### config.mk
export PLATFORM = sky130hd
export DESIGN_NAME = dffa_strobe_seq
export DESIGN_NICKNAME = d
export VERILOG_FILES = /design/src/rtl/dffa_strobe_seq.sv
export SDC_FILE = /design/constraint.sdc
export NUM_CORES = 1
export LEC_CHECK = 0
export BUFFER_PORTS_ARGS = -buffer_cell sky130_fd_sc_hd__buf_2
export CORE_MARGIN = 1.5
export CORE_UTILIZATION = 50
export DETAILED_ROUTE_END_ITERATION = 6
export PLACE_DENSITY = 0.69
export SLEW_MARGIN = 30
export SYNTH_ARGS = -nofsm -noshare
export SYNTH_HDL_FRONTEND = slang
export SYNTH_SLANG_ARGS = --single-unit
### constraint.sdc
create_clock -name clk -period 2.1 [get_ports clk]
set_input_delay 0.315 -clock clk [delete_from_list [all_inputs] [get_ports clk]]
set_output_delay 0.315 -clock clk [all_outputs]
set_load 0.01 [all_outputs]
### src/rtl/dffa_strobe_seq.sv
// Strobe sequencer for an async set/reset flop: issues one active-low clear or
// preset pulse per accepted request, followed by a dead gap with both strobes high.
module dffa_strobe_seq #(
  parameter int unsigned PULSE_CYC = 4,
  parameter int unsigned GAP_CYC   = 2
) (
  input  logic clk,
  input  logic reset,
  input  logic req_valid,
  input  logic req_op,
  output logic req_ready,
  output logic resetb,
  output logic setb,
  output logic done
);

  typedef enum logic [1:0] {
    IDLE,
    PULSE,
    GAP
  } state_e;

  // Counters load N-1 so that a terminal count of zero marks the last cycle.
  localparam logic [7:0] PulseLoad = 8'(PULSE_CYC - 1);
  localparam logic [7:0] GapLoad   = (GAP_CYC == 0) ? 8'd0 : 8'(GAP_CYC - 1);

  state_e     state_q, state_d;
  logic [7:0] cnt_q, cnt_d;
  logic       ready_q, ready_d;
  logic       resetb_q, resetb_d;
  logic       setb_q, setb_d;
  logic       done_q, done_d;

  always_comb begin
    state_d  = state_q;
    cnt_d    = cnt_q;
    ready_d  = ready_q;
    resetb_d = resetb_q;
    setb_d   = setb_q;
    done_d   = 1'b0;
    case (state_q)
      IDLE: begin
        ready_d  = 1'b1;
        resetb_d = 1'b1;
        setb_d   = 1'b1;
        if (req_valid && ready_q) begin
          state_d  = PULSE;
          cnt_d    = PulseLoad;
          ready_d  = 1'b0;
          // Exactly one strobe is driven low, chosen by the single op bit.
          resetb_d = req_op;
          setb_d   = !req_op;
        end
      end
      PULSE: begin
        if (cnt_q == 8'd0) begin
          resetb_d = 1'b1;
          setb_d   = 1'b1;
          done_d   = 1'b1;
          if (GAP_CYC == 0) begin
            state_d = IDLE;
            ready_d = 1'b1;
          end else begin
            state_d = GAP;
            cnt_d   = GapLoad;
          end
        end else begin
          cnt_d = cnt_q - 8'd1;
        end
      end
      GAP: begin
        if (cnt_q == 8'd0) begin
          state_d = IDLE;
          ready_d = 1'b1;
        end else begin
          cnt_d = cnt_q - 8'd1;
        end
      end
      default: begin
        state_d  = IDLE;
        ready_d  = 1'b0;
        resetb_d = 1'b1;
        setb_d   = 1'b1;
      end
    endcase
  end

  always_ff @(posedge clk) begin
    if (reset) begin
      state_q  <= IDLE;
      cnt_q    <= 8'd0;
      ready_q  <= 1'b0;
      resetb_q <= 1'b1;
      setb_q   <= 1'b1;
      done_q   <= 1'b0;
    end else begin
      state_q  <= state_d;
      cnt_q    <= cnt_d;
      ready_q  <= ready_d;
      resetb_q <= resetb_d;
      setb_q   <= setb_d;
      done_q   <= done_d;
    end
  end

  assign req_ready = ready_q;
  assign resetb    = resetb_q;
  assign setb      = setb_q;
  assign done      = done_q;

endmodule
==> results of run 1 <==
[flip-flops by register name (all words and copies together) (netlist names)]
register   cells
setb           1
state_q        2
req_ready      1
resetb         1
done           1
cnt_q          8
[power by group through the flow]
stage | Combinational, µW | Clock, µW | Sequential [µW]
after floorplan | 624 | 0 | 383
after global placement | 808 | 0 | 379
after detailed placement | 818 | 0 | 381
after CTS | 821 | 156 | 375
after global routing | 954 | 170 | 385
final | 865 | 154 | 377
[final cells by class]
class,instances,area [µm²],area share (%)
tap,16,20.0,2.18
sequential,14,280,30.5
timing repair buffer,11,65.1,7.08
inverter,8,30.0,3.27
multi-input combinational,68,500,54.5
clock buffer,3,22.5,2.45
[critical path: stages (launching register included)]
cell and delay (ns):
dfxtp_1 0.38, inv_1 0.08, ha_1 0.22, a21boi_0 0.21, or4b_4 0.58, o32ai_1 0.29, a22o_1 0.17
[layer usage]
metal	track usage, %	vias to the layer above
met1	32.0	339
met2	30.9	30
met5	0	-
li1	-	381
met4	6.06	0
met3	4.17	3
[cells by family (layout without fill, tap and decap cells)]
kind of cell               after synthesis  after routing  synth area share [%]
AOI/OAI and AO/OA                       30             30                  29.1
xor gates and xnor gates                 1              1                  1.07
adders and majority gates                6              6                  9.13
buffers and inverters                   11             22                  5.02
DFF                                     14             14                  34.1
and+or+nand+nor                         31             31                  21.6
[Yosys cell counts (all sizes together)]
master and count:
nand2 5, or4b 2, inv 8, a31oi 2, a21boi 1, a311oi 1
o21a 2, nor3 9, ha 6, or4 1, o221ai 1, o221a 1
o22ai 2, o21ai 5, or3 2, clkbuf 3, o32ai 2, nor4 4
a211oi 2, nor3b 1, xnor2 1, nor2 5, or2 1, dfxtp 14
o2111ai 1, nor4b 1, a21oi 5, a22o 5
[worst min path at each step]
stage	startpoint	end
6_report	req_op	resetb$_SDFFE_PP1P_
5_1_grt	req_op	resetb$_SDFFE_PP1P_
4_1_cts	req_op	resetb$_SDFFE_PP1P_
3_5_place_dp	resetb$_SDFFE_PP1P_	resetb$_SDFFE_PP1P_
3_3_place_gp	resetb$_SDFFE_PP1P_	resetb$_SDFFE_PP1P_
2_1_floorplan	cnt_q[4]$_SDFFE_PP0P_	cnt_q[4]$_SDFFE_PP0P_
[through the flow]
step	hold WS, ns	power, µW
floorplan	0.472	1010
global placement	0.486	1190
detailed placement	0.504	1200
CTS	0.306	1350
global route	0.315	1510
finish	0.304	1400
==> results.ini, run 1 <==
[route]
wl_met3_um=97
viasPerCell=6.28
wl_met1_um=901
wirelength_um=1780
vias=753
dr.first_iter.drc_count=23
firstDrtPassIters=4
drc=0
dr.max_layer_used=met4
wire_per_inst_um=14.8
drtAntennaViolNets=0
wl_met2_um=762

[layout]
final_common_cell=dfxtp_1
postLayoutCoreUtil_pct=60.3
final_cell_area_um2=918
area_growth_pct=11.7
fin_cells=120
final_cell_mix=dfxtp_1 (14), nor3_1 (9), inv_1 (8), buf_2 (7), ha_1 (6)
final_net_count=116
drive_gt1_share_pct=21.2
n_antenna_cell=0
fillers=134

[yosys]
synthTopCellsByArea=dfxtp_1 (34%), ha_1 (9.1%), nor3_1 (5.5%)
yosysSeqAreaShare_pct=34.1
avgSynthCellArea_um2=8.84
yosys.area.top_type=dfxtp_1
ys_warn_count=0
synth_nets=103
synthesis.area_um2=822
synth_top_cell_area_share_pct=34.1
ys_seq_elements=14
synth_cells=93
ys_types=30

[sta]
fin_tns_setup_ns=0
clock_skew_ns=0.00343
slew_headroom_pct=56.1
post-route-period-util_pct=94.5
hold_viol_final=0
setup-violations-final=0
drv_slew=0
fmax_ghz=0.504
rsz0062_at_grt=no
fin_crit_ns=1.98
setup_ws_ns=0.116
tightest_slew_ns=0.654

[floorplanning]
ios=8
num_rows=14
dieArea_um2=1900
core_area_um2=1520
die_w_um=43.5
start_util_pct=53.9
die_h_um=43.5

[cts]
cts_hold_buf=0
cts_made_buffers=3
path_clk_slew_ns=0.08
cts-root-buf=clkbuf_4
cts.repair.resized=0
tritoncts=done
clockBufferDepth=2
cts_setup_buffers=0
clock_latency_ns=0.28
clock-sinks=14
htreeDepth=1

[global_routing]
grt_pass1_wl_um=3110
grt_pass1_vias=687
antenna_found_initial=0
grt_max_degree=15
overflow=0
grt_use_total_pct=21.3

[critical_path]
required_ns=2.33
worst_setup_path_end_kind=flip-flop
r2r_end=cnt_q[4]$_SDFFE_PP0P_
setup.worst_path.start=state_q[0]$_SDFFE_PP0P_
crit_end=cnt_q[4]$_SDFFE_PP0P_
reg2reg_slack_ns=0.12
r2r_start=state_q[0]$_SDFFE_PP0P_
critPathArrivalTime_ns=2.21
critPathLaunchType=flip-flop
critPathKind=flip-flop to flip-flop
r2r.worst_path.cells=6
crit_fanout=5

[placement]
dp_slack_ns=0.132
place_congestion=0.860
dpl-instance-area_um2=888
hpwlAfterDp_um=1280
portBuffers=7
dp_cells=116

[power_and_ir_drop]
power_frac_comb_pct=62.0
p_leak_uw=0.000376
p_sw_uw=639
p_sw_share_pct=45.8
p_int_uw=757
seq_power_share_pct=27.0
p_clk_share_pct=11.0
max-vdd-ir-drop_uv=983
power.density_nw_per_um2=1520

[run_status]
outcome=finished, final reports clean

[hold_path]
holdPathStages=3
hold_path_class=input port to flip-flop

[job]
drv_cap=0

(Power assumes the default switching activity.)
==> run 2: changes to the inputs <==
--- a/config.mk
+++ b/config.mk
@@ -6,10 +6,12 @@
 export NUM_CORES = 1
 export LEC_CHECK = 0
 export BUFFER_PORTS_ARGS = -buffer_cell sky130_fd_sc_hd__buf_2
+export CELL_PAD_IN_SITES_DETAIL_PLACEMENT = 0
+export CELL_PAD_IN_SITES_GLOBAL_PLACEMENT = 1
 export CORE_MARGIN = 1.5
-export CORE_UTILIZATION = 50
+export CORE_UTILIZATION = 42
 export DETAILED_ROUTE_END_ITERATION = 6
-export PLACE_DENSITY = 0.69
+export PLACE_DENSITY_LB_ADDON = 0.1
 export SLEW_MARGIN = 30
 export SYNTH_ARGS = -nofsm -noshare
 export SYNTH_HDL_FRONTEND = slang
==> run 2 against run 1 <==
  * Maximum frequency is 1.1% lower
  * Routed wire length grew 4.6%
  * Sequential share of layout area decreased by 1.3 points
  * Hold slack better by 0.0026 ns
  * Critical endpoint is now cnt_q[6]$_SDFFE_PP0P_
  * Largest cell class unchanged
==> results.ini, run 2 (same netlist as run 1, synthesis figures left out) <==
[route]
firstDrtPassIters=4
wirelength_um=1860
dr.first_iter.drc_count=10
drtAntennaViolNets=0
wire_per_inst_um=14.1
wl_met2_um=872
wl_met3_um=51
wl_met1_um=907
viasPerCell=5.86
dr.max_layer_used=met4
vias=774
drc=0

[layout]
area_growth_pct=16.6
drive_gt1_share_pct=23.4
n_antenna_cell=0
final_cell_mix=dfxtp_1 (14), nor3_1 (9), inv_1 (8), buf_2 (7)
reg_top3=cnt_q: 8 flops, state_q: 2 flops
final_net_count=118
largest_reg_flops=8
fillers=173
largest-register=cnt_q
final_common_cell=dfxtp_1

[sta]
setup-violations-final=0
slew_headroom_pct=58.9
post-route-period-util_pct=95.5
rsz0062_at_grt=no
hold_viol_final=0
drv_slew=0
fin_crit_ns=2.01
fin_hold_ws_ns=0.307
clock_skew_ns=0.00118
tightest_slew_ns=0.611
fin_tns_setup_ns=0
fmax_ghz=0.498

[hold_path]
hp-start=req_op
holdPathStages=3
hold_path_class=input port to flip-flop
whs_endpoint=resetb$_SDFFE_PP1P_

[job]
drv_cap=0

[placement]
portBuffers=7
place_congestion=0.840
hpwlAfterDp_um=1410

[cts]
clock_latency_ns=0.28
cts_hold_buf=0
clock-sinks=14
cts_setup_buffers=0
clockBufferDepth=2
cts.repair.resized=0
cts-root-buf=clkbuf_4
htreeDepth=1
path_clk_slew_ns=0.09
cts_made_buffers=3
tritoncts=done

[floorplanning]
ios=8
die_w_um=47.2
dieArea_um2=2230
die_h_um=47.2
core_area_um2=1780
start_util_pct=46.1
num_rows=15

[critical_path]
r2r_start=state_q[0]$_SDFFE_PP0P_
crit_slowest_cell=or4b_4
crit_fanout=5
worst_setup_path_end_kind=flip-flop
r2r.worst_path.cells=6
critPathArrivalTime_ns=2.24
critPathLaunchType=flip-flop
required_ns=2.33
crit_chain=inv_1, ha_1, a21boi_0, or4b_4, o32ai_1, a22o_1
r2r_end=cnt_q[6]$_SDFFE_PP0P_
reg2reg_slack_ns=0.09
max_stage_delay_ns=0.57
critPathKind=flip-flop to flip-flop

[run_status]
outcome=finished, final reports clean

[power_and_ir_drop]
power_uw=1450
power_frac_comb_pct=60.4
p_sw_share_pct=44.2
seq_power_share_pct=25.8
power.density_nw_per_um2=1520
p_sw_uw=643
p_leak_uw=0.000393
max-vdd-ir-drop_uv=618
p_int_uw=811
p_clk_share_pct=13.7

[global_routing]
grt_pass1_vias=701
grt_pass1_wl_um=2890
overflow=0
grt_max_degree=15
antenna_found_initial=0
grt_use_total_pct=19.0

==> run 2: power by group through the flow <==
stage	Combinational (µW)	Sequential (µW)	Clock [µW]
finish	879	376	199
global route	962	383	214
CTS	877	375	204
detailed placement	873	380	0
global placement	863	379	0
floorplan	624	383	0
==> run 2: metal layers <==
| metal | vias up | GRT usage, % |
|---|---|---|
| met4 | 0 | 11.1 |
| met2 | 17 | 31.6 |
| met1 | 366 | 22.5 |
| met3 | 4 | 3.46 |
| li1 | 387 | - |
| met5 | - | 0 |
==> run 2: critical path, delay by kind of cell, from the launching register on <==
kind | cells | cell delay [ns]
compound gates | 3 | 0.69
fa+ha+maj | 1 | 0.23
buf+inv | 1 | 0.08
flops | 1 | 0.39
simple gates | 1 | 0.57
==> run 2: stage by stage <==
stage	util (%)	instance area, µm²	setup slack [ns]	instances
6_report	53.8	958	0.0939	132
5_1_grt	53.8	958	0.0128	132
4_1_cts	53.8	958	0.103	132
3_5_place_dp	51.7	922	0.133	128
3_3_place_gp	51.7	922	0.133	128
2_1_floorplan	-	822	0.173	93
==> run 2: area by class of cell <==
type / instances / area, µm² / area share (%)
clock buffers: 4 / 36.3 / 3.79
repair buffers: 13 / 80.1 / 8.36
inverters: 8 / 30.0 / 3.13
well taps: 25 / 31.3 / 3.26
multi-input cells: 68 / 500 / 52.2
flip-flops and latches: 14 / 280 / 29.2
==> run 2: how the worst max path moves through the flow <==
| stage | startpoint | to | slack, ns |
|---|---|---|---|
| after floorplan | cnt_q[0]$_SDFFE_PP0P_ | cnt_q[6]$_SDFFE_PP0P_ | 0.17 |
| after global placement | cnt_q[0]$_SDFFE_PP0P_ | cnt_q[6]$_SDFFE_PP0P_ | 0.13 |
| after detailed placement | state_q[0]$_SDFFE_PP0P_ | cnt_q[6]$_SDFFE_PP0P_ | 0.13 |
| after CTS | state_q[0]$_SDFFE_PP0P_ | cnt_q[6]$_SDFFE_PP0P_ | 0.10 |
| after global routing | state_q[0]$_SDFFE_PP0P_ | cnt_q[6]$_SDFFE_PP0P_ | 0.01 |
| final | state_q[0]$_SDFFE_PP0P_ | cnt_q[6]$_SDFFE_PP0P_ | 0.09 |
==> run 3: changes to the inputs <==
--- a/config.mk
+++ b/config.mk
@@ -9,7 +9,7 @@
 export CELL_PAD_IN_SITES_DETAIL_PLACEMENT = 0
 export CELL_PAD_IN_SITES_GLOBAL_PLACEMENT = 1
 export CORE_MARGIN = 1.5
-export CORE_UTILIZATION = 42
+export CORE_UTILIZATION = 40
 export DETAILED_ROUTE_END_ITERATION = 6
 export PLACE_DENSITY_LB_ADDON = 0.1
 export SLEW_MARGIN = 30
==> run 3 against run 2 <==
  * Utilization fell by 3.8 points
  * Final cell count rose by 2.3%
  * Hold slack improved by 0.022 ns
  * Clock-buffer cell count did not move
  * Global-route usage fell by 1.9 points
  * Die area rose by 4.7%
  * Critical path type unchanged
==> results.ini, run 3 (same netlist as run 1, synthesis figures left out) <==
[cts]
path_clk_slew_ns=0.09
cts-root-buf=clkbuf_4
cts_hold_buf=0
clock-sinks=14
tritoncts=done
htreeDepth=1
cts_made_buffers=3
clock_latency_ns=0.28
clockBufferDepth=2

[power_and_ir_drop]
p_sw_share_pct=43.4
p_int_uw=830
max-vdd-ir-drop_uv=640
power_frac_comb_pct=60.9
p_leak_uw=0.000398
seq_power_share_pct=25.6
power.density_nw_per_um2=1510
p_clk_share_pct=13.5
p_sw_uw=636

[global_routing]
grt_pass1_wl_um=3170
grt_pass1_vias=718
antenna_found_initial=0
grt_use_total_pct=17.1
grt_max_degree=15
overflow=0

[placement]
dp_cells=131
dp_slack_ns=0.110
portBuffers=7
hpwlAfterDp_um=1370
place_congestion=0.811

[critical_path]
critical-path-top-delay-family=compound AO/OA/AOI/OAI gates
critPathKind=flip-flop to flip-flop
worst_setup_path_end_kind=flip-flop
r2r_start=state_q[1]$_SDFFE_PP0P_
r2r.worst_path.cells=6
crit_chain=inv_1, ha_1, a21boi_0, or4b_4, o32ai_1, a22o_1
timing.critical_path.buf_inv=1
required_ns=2.32
crit_fanout=5
critPathLaunchType=flip-flop
critPathArrivalTime_ns=2.21
max_stage_delay_ns=0.57
r2r_end=cnt_q[6]$_SDFFE_PP0P_
crit_slowest_cell=or4b_4
reg2reg_slack_ns=0.11

[layout]
final_net_count=119
final_common_cell=dfxtp_1
area_growth_pct=18.0
largest_reg_flops=8
final_cell_mix=dfxtp_1 (13), nor3_1 (9), inv_1 (8), buf_2 (7), buf_4 (7)
fin_cells=135
reg_top3=cnt_q: 8 flops, state_q: 2 flops
n_antenna_cell=0
largest-register=cnt_q
drive_gt1_share_pct=25.0

[hold_path]
hold_path_class=input port to flip-flop
whs_endpoint=resetb$_SDFFE_PP1P_
holdPathStages=3
hp-start=req_op

[sta]
setup-violations-final=0
slew_headroom_pct=59.7
setup_ws_ns=0.111
fmax_ghz=0.503
fin_tns_setup_ns=0
rsz0062_at_grt=no
post-route-period-util_pct=94.7
fin_crit_ns=1.99
drv_slew=0
clock_skew_ns=0.00377
hold_viol_final=0
tightest_slew_ns=0.599

[route]
firstDrtPassIters=4
vias=751
viasPerCell=5.56
drc=0
wire_per_inst_um=13.4
wirelength_um=1800
dr.first_iter.drc_count=4
drtAntennaViolNets=0

[floorplanning]
dieArea_um2=2340
core_area_um2=1940
die_w_um=48.3
num_rows=16
ios=8
die_h_um=48.3
start_util_pct=42.3

[run_status]
outcome=finished, final reports clean

[job]
drv_cap=0

[run 3: changes by cell type in the layout (fill, tap and decap cells not counted), sizes merged]
cell,delta
buf,+1
[run 3: worst register-to-register path, cell delays in order, from the launching register on]
cell and delay, ns:
dfxtp_1 0.39, inv_1 0.08, ha_1 0.20, a21boi_0 0.20, or4b_4 0.57, o32ai_1 0.30, a22o_1 0.20
[run 3: power groups by stage]
stage / combinational, µW / sequential (µW) / clock (µW)
after floorplan: 624 / 383 / 0
after detailed placement: 890 / 380 / 0
after CTS: 895 / 374 / 204
after global routing: 995 / 386 / 224
final: 892 / 375 / 198
after global placement: 894 / 378 / 0
[run 3: through the flow]
step / total power [µW] / hold WS, ns / instance area, µm² / util, %
3_5_place_dp: 1270 / 0.505 / 932 / 48.0
6_report: 1470 / 0.329 / 970 / 49.9
5_1_grt: 1610 / 0.349 / 970 / 49.9
2_1_floorplan: 1010 / 0.472 / 822 / -
4_1_cts: 1470 / 0.326 / 968 / 49.9
3_3_place_gp: 1270 / 0.483 / 932 / 48.0
[run 3: how the worst max path moves through the flow]
stage,from,to,slack (ns),cells after the start
2_1_floorplan,cnt_q[0]$_SDFFE_PP0P_,cnt_q[6]$_SDFFE_PP0P_,0.17,7
3_3_place_gp,cnt_q[0]$_SDFFE_PP0P_,cnt_q[7]$_SDFFE_PP0P_,0.16,8
3_5_place_dp,state_q[0]$_SDFFE_PP0P_,cnt_q[6]$_SDFFE_PP0P_,0.11,6
4_1_cts,state_q[0]$_SDFFE_PP0P_,cnt_q[6]$_SDFFE_PP0P_,0.10,6
5_1_grt,state_q[1]$_SDFFE_PP0P_,cnt_q[6]$_SDFFE_PP0P_,0.03,6
6_report,state_q[1]$_SDFFE_PP0P_,cnt_q[6]$_SDFFE_PP0P_,0.11,6
[run 3: final cells by class]
type / count / area, µm²
fill: 194 / 972
sequential: 14 / 282
tap: 27 / 33.8
multi-input combinational: 68 / 500
timing repair buffer: 14 / 87.6
inverter: 8 / 30.0
clock buffer: 4 / 36.3
[run 3: routing by layer]
layer	vias up	track usage, %	part of all wire (%)
met2	13	25.2	42
met1	347	24.2	53
met4	0	6.67	1.9
met3	6	4.01	2.6
met5	-	0	0
li1	385	-	-
[run 3: what timing repair did]
action,in CTS,in global routing
setup endpoints to repair,0,2
hold endpoints to repair,0,0
resized for setup,0,1
buffers inserted,0,0
